==> config.mk <==
export PLATFORM = sky130hd
export DESIGN_NAME = seq_detect_prg
export DESIGN_NICKNAME = d
export VERILOG_FILES = /design/src/rtl/seq_detect_prg.sv
export SDC_FILE = /design/constraint.sdc
export NUM_CORES = 1
export LEC_CHECK = 0
export CORE_MARGIN = 4
export CORE_UTILIZATION = 50
export CTS_CLUSTER_DIAMETER = 120
export DETAILED_ROUTE_END_ITERATION = 7
export GPL_ROUTABILITY_DRIVEN = 0
export HOLD_SLACK_MARGIN = 0.12
export PLACE_DENSITY = 0.83
export SLEW_MARGIN = 20
export SYNTH_ARGS = -nofsm -noshare
export SYNTH_HDL_FRONTEND = slang
export SYNTH_SLANG_ARGS = --single-unit
==> constraint.sdc <==
create_clock -name clk -period 8 [get_ports clk]
set_input_delay 0.8 -clock clk [delete_from_list [all_inputs] [get_ports clk]]
set_output_delay 0.8 -clock clk [all_outputs]
set_load 0.02 [all_outputs]
==> src/rtl/seq_detect_prg.sv <==
// Serial pattern detector with a runtime-loadable pattern, length and overlap mode.
// Produces a registered match pulse and a saturating match counter.
module seq_detect_prg #(
  parameter int unsigned          MAX_LEN = 8,
  parameter int unsigned          LEN_W   = 5,
  parameter int unsigned          CNT_W   = 10,
  parameter logic [MAX_LEN-1:0]   DEF_PAT = 'b10,
  parameter int unsigned          DEF_LEN = 3,
  parameter bit                   DEF_OVL = 1'b1
) (
  input  logic               clk,
  input  logic               rst,
  input  logic               en,
  input  logic               x,
  input  logic               load,
  input  logic [MAX_LEN-1:0] pat,
  input  logic [LEN_W-1:0]   len,
  input  logic               ovl,
  input  logic               clr_cnt,
  output logic               y,
  output logic [CNT_W-1:0]   count,
  output logic               cnt_sat,
  output logic               cfg_err
);

  logic [MAX_LEN-1:0] pat_q, pat_d;
  logic [LEN_W-1:0]   len_q, len_d;
  logic               ovl_q, ovl_d;
  logic [MAX_LEN-1:0] hist_q, hist_d;
  logic [LEN_W-1:0]   fill_q, fill_d;
  logic               y_q, y_d;
  logic [CNT_W-1:0]   count_q, count_d;
  logic               cfg_err_q, cfg_err_d;

  logic [MAX_LEN-1:0] hist_n;
  logic [LEN_W-1:0]   fill_n;
  logic [MAX_LEN-1:0] mask;
  logic               load_ok;
  logic               match;

  always_comb begin
    hist_n  = {hist_q[MAX_LEN-2:0], x};
    fill_n  = (fill_q == LEN_W'(MAX_LEN)) ? fill_q : fill_q + 1'b1;
    // Only the low len_q bits of history take part in the compare.
    for (int i = 0; i < MAX_LEN; i++) mask[i] = (LEN_W'(i) < len_q);
    load_ok = (len != '0) && (len <= LEN_W'(MAX_LEN));
    match   = en && !load && (fill_n >= len_q) && (((hist_n ^ pat_q) & mask) == '0);

    pat_d     = pat_q;
    len_d     = len_q;
    ovl_d     = ovl_q;
    hist_d    = hist_q;
    fill_d    = fill_q;
    cfg_err_d = 1'b0;
    y_d       = match;
    count_d   = count_q;

    if (load) begin
      if (load_ok) begin
        pat_d  = pat;
        len_d  = len;
        ovl_d  = ovl;
        hist_d = '0;
        fill_d = '0;
      end else begin
        cfg_err_d = 1'b1;
      end
    end else if (en) begin
      hist_d = hist_n;
      // Non-overlap mode restarts the fill so matched bits cannot be reused.
      fill_d = (match && !ovl_q) ? '0 : fill_n;
    end

    if (clr_cnt)                       count_d = '0;
    else if (match && count_q != '1)   count_d = count_q + 1'b1;
  end

  always_ff @(posedge clk or posedge rst) begin
    if (rst) begin
      pat_q     <= DEF_PAT;
      len_q     <= LEN_W'(DEF_LEN);
      ovl_q     <= DEF_OVL;
      hist_q    <= '0;
      fill_q    <= '0;
      y_q       <= 1'b0;
      count_q   <= '0;
      cfg_err_q <= 1'b0;
    end else begin
      pat_q     <= pat_d;
      len_q     <= len_d;
      ovl_q     <= ovl_d;
      hist_q    <= hist_d;
      fill_q    <= fill_d;
      y_q       <= y_d;
      count_q   <= count_d;
      cfg_err_q <= cfg_err_d;
    end
  end

  assign y       = y_q;
  assign count   = count_q;
  assign cnt_sat = (count_q == '1);
  assign cfg_err = cfg_err_q;

endmodule

Word-level counts from Yosys, hierarchy flattened
Cells that the tools add are included.

word-level totals
  memories kept = 0
  memory bits (writable) = 0
  output and inout port bits = 13
  word-level logic and storage cells = 52
  latch bits = 0
  input bits = 20
  register bits after elaboration = 38
  bits in read-only memories = 0

cells by class
  equality and inequality tests = 4
  multipliers = 0
  bitwise operators = 2
  shifts and indexed selects = 0
  add/subtract/negate cells = 2
  muxes and demuxes = 12
  order comparisons = 10
  div/mod/pow operators = 0
  reductions and logical operators = 14

operator list
  kind                   number
  $mux 5                 5
  $mux 7                 3
  $lt 3x5->1 const A     4
  $mux 10                2
  $add 10x1->10 const B  1
  $eq 10x10->1 const B   1
  $lt 1x5->1 const A     2
  $lt 2x5->1 const A     2
  $ne 10x10->1 const B   1
  $and 8x8->8            1
  $logic_not 8->1        1
  $xor 8x8->8            1
  $logic_and 1x1->1      6
  $add 5x1->5 const B    1
  $eq 5x4->1 const B     1
  $ge 5x5->1             1
  $le 5x4->1 const B     1
  $reduce_bool 5->1      1
  $reduce_and 2->1       2
  $reduce_bool 2->1      2
  $logic_not 1->1        2
  $mux 1                 2
  $ne 2x1->1 const B     1

Logic depth before layout (Yosys ltp)
Gate-level depths: netlist of run 1.

  depth in word-level cells = 9
  depth in mapped cells = 13
  mapped depth without buffers = 11

Worst setup path after synthesis of run 1
Ideal clock, no wire load.

  kind = reg-to-reg
  start = register fill_q[0]
  end = register count_q[5], in the netlist count[5]
  clock period less this slack = 3.137 ns
  setup time = 0.125 ns
  arrival time = 3.012 ns
  buffers on the path = 2
  cell stages (with the launch flop) = 13
  required time = 7.875 ns
  path slack = 4.863 ns
  cell sequence = dfrtp_1 inv_1 ha_1 nor4bb_1 xnor2_1 ha_1 o21ai_0 a311o_1 or4_1 buf_2 buf_6 nor3_1 mux2_2

on the way
  longest elaborated chain between the ends = 7
  elaborated cells between the ends (all ways) = 8
  those cells by class = add/sub: 1; order compare: 1; eq/ne: 1; mux: 1; reduce/logical: 4

ends and longest elaborated chain
  what                                       line  RTL
  start, declared                            30    logic [LEN_W-1:0] fill_q, fill_d;
  start signal, assigned                     93    fill_q <= fill_d;
  $add 5x1->5 or $eq 5x4->1 (tied branches)  43    fill_n = (fill_q == LEN_W'(MAX_LEN)) ? fill_q : fill_q + 1'b1;
  $mux 5 (*)                                 43
  $ge 5x5->1 (*)                             47    match = en && !load && (fill_n >= len_q) && (((hist_n ^ pat_q) & mask) == '0);
  $logic_and 1x1->1 (*) (2 in a row)         47
  $logic_and 1x1->1 (*)                      75    else if (match && count_q != '1) count_d = count_q + 1'b1;
  $reduce_bool 2->1 (no line) (*)            --
  end signal, assigned                       95    count_q <= count_d;
  end, declared                              32    logic [CNT_W-1:0] count_q, count_d;

Mark *: on every way between the ends. The rest lies on a longest branch, timed or not.
A chain may end at the register's enable or synchronous reset.

Final worst setup path of run 1
  start = input port en
  end = register count_q[9], in the netlist count[9]

on the way
  longest elaborated chain between the ends = 5

ends and longest elaborated chain
  what                            line  RTL
  start, declared                 13    input logic en,
  $logic_and 1x1->1 (3 in a row)  47
  $logic_and 1x1->1               75
  $reduce_bool 2->1 (no line)     --

Every way passes these cells.

==> impl_metrics.toml, run 1 <==
[global_route]
overflow = 0
grt_usage_pct = 15.3
grt_pass1_wl_um = 6270
first_global_vias = 1400
grt_start_max_net_pins = 39
antenna_found_initial = 0

[place]
io_buffers = 32
hpwlAfterDp_um = 2710
placed_area_sq_mm = 0.00235

[clock_network]
ctsLongestPathBuffers = 2
clockRootBuffer = "clkbuf_8"
cts_buffers = 5
cts.sinks = 38
post-cts-setup-buffers = 0
clkLatencyLatePin_ns = 0.28
clkTransAtPathRegs_ns = 0.07
cts-resized-gates = 0
cts_tree = "yes"
cts.htree.levels = 2
cts_hold_buffers = 0

[route]
vias = 1532
drc = 0
drt_pass1_iterations = 4
finalWirelength_um = 3700
drt.antenna.violating_nets = 0
wl_per_cell_um = 13.2
drt_iter0_drc = 83
vias_per_cell = 5.45

[timing]
timing.final.crit_share_pct = 49.8
slew_headroom_pct = 40.4
maxSlewViolCount = 0
setup_viol = 0
fin_crit_ns = 3.99
final.setup.tns_ns = 0
fin_worst_skew_ns = 0.00472
rsz0062_at_grt = "no"
fmax_ghz = 0.251
tightestPinTransition_ns = 0.892
finalHoldViolCount = 0

[floorplan]
die-area_sq_mm = 0.00515
pin_count = 33
fp-row-count = 22
core-area_sq_mm = 0.00380
die_w_um = 71.8
fp.dieH_um = 71.8
initial_core_util_pct = 53.6

[worst_hold_path]
hold_class = "reg2reg"
min_path_cells = 2

[final_layout]
nNetsFinal = 260
drive_above_1_share_pct = 11.6
mostFrequentLayoutCell = "dfrtp_1"
mostFrequentLayoutCells = "dfrtp_1 (34), clkdlybuf4s50_1 (32), nand2_1 (21)"
area_growth_pct = 20.2
fin_area_sq_mm = 0.00244
diodes = 0

[setup_path]
arrival_ns = 4.15
ff2ff_path_depth = 10
crit_path_max_fanout = 17
endpoint_kind = "flop"
worstPathRequired_ns = 8.17
path_class = "in2reg"
crit_chain = "clkdlybuf4s50_1 -> nor2b_1 -> o21ai_0 -> a311o_1 -> or4_1 -> nor4b_1 -> mux2_1"
slowest_stage = "or4_1"
critPathLaunchType = "primary input"
cpPeakStageDelay_ns = 0.79

[synth]
synth-async-reset-ratio_pct = 100
ys.flop_type = "dfrtp_1"
synth.net_count = 231
syn_avg_cell_area_sq_um = 10.0
synth_seq_cells = 38
syn_area_sq_mm = 0.00203
yosys_warnings = 0
synth_cells = 203
synth_edf_count = 0
synth_cell_types = 40
ys_seq_area_share_pct = 47.0

[power]
finalPower_uw = 491
irDropWorstVdd_mv = 0.139
p_leak_uw = 0.00103
powerDensity_mw_per_mm2 = 201

[outcome]
status = "completed"

[job]
maxCapViolCount = 0
==> stage by stage <==
stage / setup slack [ns] / hold WS [ns] / std cells / util, %
floorplan: 4.86 / 0.481 / 203 / -
global placement: 3.87 / 0.506 / 273 / 62.0
detailed placement: 3.76 / 0.515 / 273 / 62.0
CTS: 4.06 / 0.532 / 281 / 64.4
global route: 3.86 / 0.547 / 281 / 64.4
finish: 4.01 / 0.526 / 281 / 64.4
==> path summary, 6_finish.rpt <==
check,start,to,slack [ns]
max,en,count[9],4.01
max reg2reg,fill_q[0],count[9],4.39
min in group asynchronous,rst,count[3],0.92
max in group asynchronous,rst,pat_q[1],6.72
min reg2reg,hist_q[5],hist_q[6],0.53
min,hist_q[5],hist_q[6],0.53
==> Yosys cell counts, types with 3 or more instances <==
library cell / count / area share (%)
a32o_1: 4 / 2.0
o31ai_1: 3 / 1.1
xnor2_1: 5 / 2.2
xor2_1: 8 / 3.4
nand2_1: 21 / 3.9
dfrtp_1: 34 / 42
dfstp_2: 4 / 5.2
a21oi_1: 7 / 1.7
nor2b_1: 7 / 2.2
ha_1: 8 / 4.9
nand3_1: 6 / 1.5
or4_1: 4 / 1.5
o21ai_0: 17 / 4.2
nor2_1: 14 / 2.6
mux2_2: 14 / 7.7
nor3_1: 5 / 1.2
clkbuf_1: 5 / 0.92
inv_1: 10 / 1.8
==> worst max-delay path: cells and delay by family <==
family                 cells  cell delay, ns
multiplexers               1            0.35
AO/OA/AOI/OAI              2            0.58
AND/OR/NAND/NOR            3            1.94
buffers and inverters      1            0.48
==> state kept, by name (all words and copies together) (netlist names) <==
register and flops:
y 1, hist_q 7, len_q 5, fill_q 5, pat_q 8, ovl_q 1
cfg_err 1, count 10
==> kinds of logic after synthesis <==
| group | share of synthesized area, % |
|---|---|
| DFF | 47.0 |
| and+or+nand+nor | 17.5 |
| buffers and inverters | 5.17 |
| xor gates and xnor gates | 5.60 |
| adders and majority gates | 4.92 |
| AOI/OAI and AO/OA | 11.5 |
| muxes | 8.30 |
==> power breakdown <==
group | total (uW) | internal [uW] | switching (uW)
Clock | 130 | 70.2 | 60.1
Sequential | 244 | 221 | 23.1
Combinational | 116 | 60.6 | 55.7
Total | 491 | 352 | 139
==> per-layer routing <==
| metal | track usage (%) | part of all wire (%) | up-vias |
|---|---|---|---|
| li1 | - | - | 765 |
| met1 | 20.7 | 44 | 743 |
| met2 | 24.2 | 51 | 19 |
| met3 | 3.37 | 3.4 | 5 |
| met4 | 5.64 | 1.3 | 0 |
| met5 | 0 | 0 | - |
==> final cells by class <==
cell class / instances / area (sq um)
clock buffer: 8 / 90.1
fill: 298 / 1350
inverter: 10 / 37.5
multi-input combinational: 144 / 973
sequential: 38 / 956
tap: 48 / 60.1
timing repair buffer: 33 / 328
No activity file was read; power rests on OpenSTA's default activity.
==> run 2: changes to the inputs <==
- CORE_UTILIZATION: 50 -> 48
- PLACE_DENSITY: 0.83 -> 0.84
- clock period: 8 -> 3.2 ns (I/O delays scaled with it)
==> run 2 against run 1 <==
Effect of this change: clock-buffer cell count fell by 1; worst hold slack got worse by 0.087 ns; clock skew increased by 0.0051 ns; clock power rose to 2.6 times the previous value; sequential cell count unchanged; combinational power rose to 3.2 times the previous value; non-clock buffer count increased by 12; first-iteration DRC count is 36% lower; routed wire length grew 17%; utilization is 1.4 points higher; die area rose by 3.7%; critical path type is now reg2reg; critical endpoint is now count[2].
==> impl_metrics.toml, run 2 (synthesis gave the netlist of run 1 again) <==
[setup_path]
arrival_ns = 3.38
endpoint_kind = "flop"
crit_path_max_fanout = 8
worstPathRequired_ns = 3.41
critPathLaunchType = "flop"
path_class = "reg2reg"

[job]
maxCapViolCount = 0

[place]
placed_area_sq_mm = 0.00240
dp_cells = 281
hpwlAfterDp_um = 2820
io_buffers = 32

[clock_network]
cts.htree.levels = 2
clkLatencyLatePin_ns = 0.29
clockRootBuffer = "clkbuf_8"
cts_buffers = 5
cts.sinks = 38
ctsLongestPathBuffers = 2
clkTransAtPathRegs_ns = 0.08
cts_tree = "yes"

[timing]
finalHoldViolCount = 0
maxSlewViolCount = 0
hold_slack_ns = 0.439
fin_crit_ns = 3.17
fin_worst_skew_ns = 0.00985
setup_viol = 0
final.setup.tns_ns = 0
fmax_ghz = 0.315
tightestPinTransition_ns = 0.678
timing.final.crit_share_pct = 99.1
slew_headroom_pct = 54.8

[power]
finalPower_uw = 1320
irDropWorstVdd_mv = 0.380
powerDensity_mw_per_mm2 = 494
p_leak_uw = 0.00112

[worst_hold_path]
hold_class = "in2async"

[global_route]
first_global_vias = 1554
grt_start_max_net_pins = 39
antenna_found_initial = 0
overflow = 0
grt_pass1_wl_um = 6730
grt_usage_pct = 16.2

[final_layout]
area_growth_pct = 31.1
nNetsFinal = 272
largest_reg_flops = 10
mostFrequentLayoutCell = "dfrtp_1"
diodes = 0
drive_above_1_share_pct = 23.3
fin_area_sq_mm = 0.00267
mostFrequentLayoutCells = "dfrtp_1 (34), clkdlybuf4s50_1 (32), nand2_1 (21)"
final_cells = 295

[route]
wl_per_cell_um = 14.7
vias = 1615
drt.antenna.violating_nets = 0
finalWirelength_um = 4340
drt_iter0_drc = 53
drt_pass1_iterations = 4
drc = 0
vias_per_cell = 5.47

[floorplan]
initial_core_util_pct = 50.1
die_w_um = 73.1
fp.dieH_um = 73.1
pin_count = 33
die-area_sq_mm = 0.00534
fp-row-count = 23
core-area_sq_mm = 0.00406

[outcome]
status = "completed"
==> run 2: area by class of cell <==
type / count / area [sq um]
timing repair buffer: 45 / 429
clock inverter: 1 / 5.00
sequential: 38 / 956
inverter: 10 / 37.5
tap: 50 / 62.6
clock buffer: 7 / 86.3
fill: 298 / 1390
multi-input combinational: 144 / 1090
==> run 2: per-layer routing <==
layer	part of all wire, %	GRT usage [%]	vias to the layer above
li1	-	-	784
met1	46	19.7	805
met2	50	27.5	19
met3	2.3	3.03	7
met4	1.9	7.38	0
met5	0	0	-
==> run 2: where the power goes <==
group	internal (uW)	switching [uW]	total [uW]
registers	553	57.6	610
clock network	174	162	335
logic	197	174	371
==> run 2: final timing paths <==
path | startpoint | end | slack (ns) | cells past startpoint
worst max-delay path | fill_q[0] | count[2] | 0.03 | 12
worst min-delay path | rst | len_q[2] | 0.44 | 3
worst max register to register | fill_q[0] | count[2] | 0.03 | 12
worst min register to register | hist_q[5] | hist_q[6] | 0.53 | 2
max in group asynchronous | rst | pat_q[1] | 2.41 | 3
min in group clk | hist_q[5] | hist_q[6] | 0.53 | 2
==> run 2: stage by stage <==
step | util, % | worst slack (ns)
final | 65.7 | 0.0282
after global routing | 65.7 | -0.0527
after CTS | 62.0 | 0.0121
after detailed placement | 59.2 | -0.205
after global placement | 59.2 | -0.0312
after floorplan | - | 0.0629
==> run 2: worst max-delay path: stages (launching register included) <==
cell and delay, ns:
dfrtp_1 0.38, buf_4 0.12, buf_4 0.12, ha_4 0.14, nand3_2 0.09, xnor2_2 0.17, ha_2 0.32, o21ai_0 0.10
a311o_1 0.34, or4_4 0.54, buf_8 0.16, or4_1 0.44, a21oi_2 0.16
==> run 2: what timing repair did <==
action	4_1_cts	5_1_grt
resized for setup	3	26
endpoints found under the setup margin	15	15
cloned	0	1
setup buffers	0	5
hold buffers	0	0
pin swaps	0	9
==> run 3: changes to the inputs <==
- CORE_ASPECT_RATIO: default -> 1.25
==> run 3 against run 2 <==
Effect of this change: final cell count up 0.68%; worst hold slack gained 0.022 ns; clock-buffer cell count grew 1; first-iteration DRC count rose to 2.7 times the previous value; critical endpoint is now count[9]; largest power group unchanged; clock power hardly changed; utilization down 3.0 points; sequential power fell by 0.7%; non-clock buffer count decreased by 4; fmax grew 2.2%; highest routed layer unchanged; cell area decreased by 3.5%; sequential share of layout area grew 1.3 points; combinational power decreased by 9.4%.
==> impl_metrics.toml, run 3 (synthesis gave the netlist of run 1 again) <==
[outcome]
status = "completed"

[power]
powerDensity_mw_per_mm2 = 496
irDropWorstVdd_mv = 0.294
p_leak_uw = 0.00108

[worst_hold_path]
hold_class = "in2async"

[final_layout]
fin_area_sq_mm = 0.00257
diodes = 0
nNetsFinal = 268
drive_above_1_share_pct = 17.8
area_growth_pct = 26.5
mostFrequentLayoutCells = "dfrtp_1 (34), clkdlybuf4s50_1 (32), nand2_1 (21)"
multi_input_area_sq_mm = 0.00103
finish.utilization_pct = 62.8
fillers = 341
mostFrequentLayoutCell = "dfrtp_1"
largest_reg_flops = 10
seq_area_sq_um = 956

[clock_network]
clkTransAtPathRegs_ns = 0.08
clkLatencyLatePin_ns = 0.29
clockRootBuffer = "clkbuf_8"
ctsLongestPathBuffers = 2
cts.htree.levels = 2
cts_tree = "yes"
cts_buffers = 5
cts_hold_buffers = 0
cts.sinks = 38

[route]
drt_iter0_drc = 142
finalWirelength_um = 4000
wl_per_cell_um = 13.5
vias_per_cell = 5.33
drc = 0
routed.top_layer = "met4"
wl_met2_um = 2000
wl_met1_um = 1740
wl_met3_um = 210
drt.antenna.violating_nets = 0
drt_pass1_iterations = 4
vias = 1584

[floorplan]
die-area_sq_mm = 0.00535
fp-row-count = 26
pin_count = 33
core-area_sq_mm = 0.00410
die_w_um = 66.2
fp.dieH_um = 80.8
initial_core_util_pct = 49.6

[global_route]
grt_usage_pct = 16.2
grt_start_max_net_pins = 26
overflow = 0
antenna_found_initial = 0
first_global_vias = 1618
grt_pass1_wl_um = 6840

[setup_path]
endpoint_kind = "flop"
cpPeakStageDelay_ns = 0.54
arrival_ns = 3.28
r2r_slack_ns = 0.1
worstPathRequired_ns = 3.38
crit_path_frequent_cell = "ha_1"
crit_path_max_fanout = 9
path_class = "reg2reg"
slowest_stage = "or4_4"
ff2ff_path_depth = 11
crit_chain = "inv_2 -> ha_1 -> nor4bb_4 -> xnor2_1 -> ha_1 -> o21ai_0 -> a311o_1 -> or4_4 -> buf_8 -> nor4b_4 -> mux2_4"
r2r-end = "count[9]"
reg2reg_from = "fill_q[0]"
critPathLaunchType = "flop"

[timing]
tightestPinTransition_ns = 0.737
fin_worst_skew_ns = 0.0106
fmax_ghz = 0.322
finalHoldViolCount = 0
maxSlewViolCount = 0
slew_headroom_pct = 50.8
fin_crit_ns = 3.10
setup_ws_ns = 0.0967
timing.final.crit_share_pct = 97.0
setup_viol = 0

[place]
io_buffers = 32
placed_area_sq_mm = 0.00241
hpwlAfterDp_um = 2850
post-place-ws_ns = -0.233

[job]
maxCapViolCount = 0
[run 3: layer usage]
layer,up-vias,track usage (%)
met5,-,0
met4,0,5.49
met3,6,4.15
met2,40,28.7
met1,759,18.9
li1,779,-
[run 3: critical path: cells and delay by family, from the launching register on]
kind            cells  cell delay [ns]
mux                 1             0.32
compound gates      2             0.43
flops               1             0.39
fa+ha+maj           2             0.42
simple gates        3             1.06
xor+xnor            1             0.14
buf+inv             2             0.23
[run 3: worst max path at each step]
stage / startpoint / to / depth (start not counted)
after floorplan: fill_q[0] / count[5] / 12
after global placement: fill_q[0] / count[9] / 11
after detailed placement: fill_q[0] / count[9] / 11
after CTS: fill_q[0] / count[7] / 11
after global routing: fill_q[0] / count[9] / 11
final: fill_q[0] / count[9] / 11
[run 3: where the power goes]
group / leakage (uW) / switching (uW) / internal (uW) / total [uW]
clock network: 0.0000455 / 160 / 176 / 335
registers: 0.000490 / 53.9 / 552 / 606
logic: 0.000544 / 156 / 180 / 336
[run 3: area by class of cell]
class | instances | area share [%]
Sequential cell | 38 | 37.1
Inverter | 10 | 1.46
Multi-Input combinational cell | 144 | 39.9
Clock buffer | 8 | 3.50
Timing Repair Buffer | 41 | 15.3
Tap cell | 56 | 2.72
[run 3: timing repair]
action / 4_1_cts / 5_1_grt
gates cloned: 0 / 1
endpoints found under the setup margin: 13 / 13
endpoints found under the hold margin: 0 / 0
pin swaps: 0 / 4
resized for setup: 3 / 10
setup buffers: 0 / 1
[run 3: stage by stage]
stage / hold WS [ns] / total power [uW] / TNS [ns] / instances
global placement: 0.502 / 922 / -0.0220 / 287
CTS: 0.488 / 1280 / 0 / 295
global route: 0.531 / 1360 / -0.0899 / 297
detailed placement: 0.510 / 930 / -1.49 / 287
finish: 0.461 / 1280 / 0 / 297
floorplan: 0.429 / 828 / 0 / 203
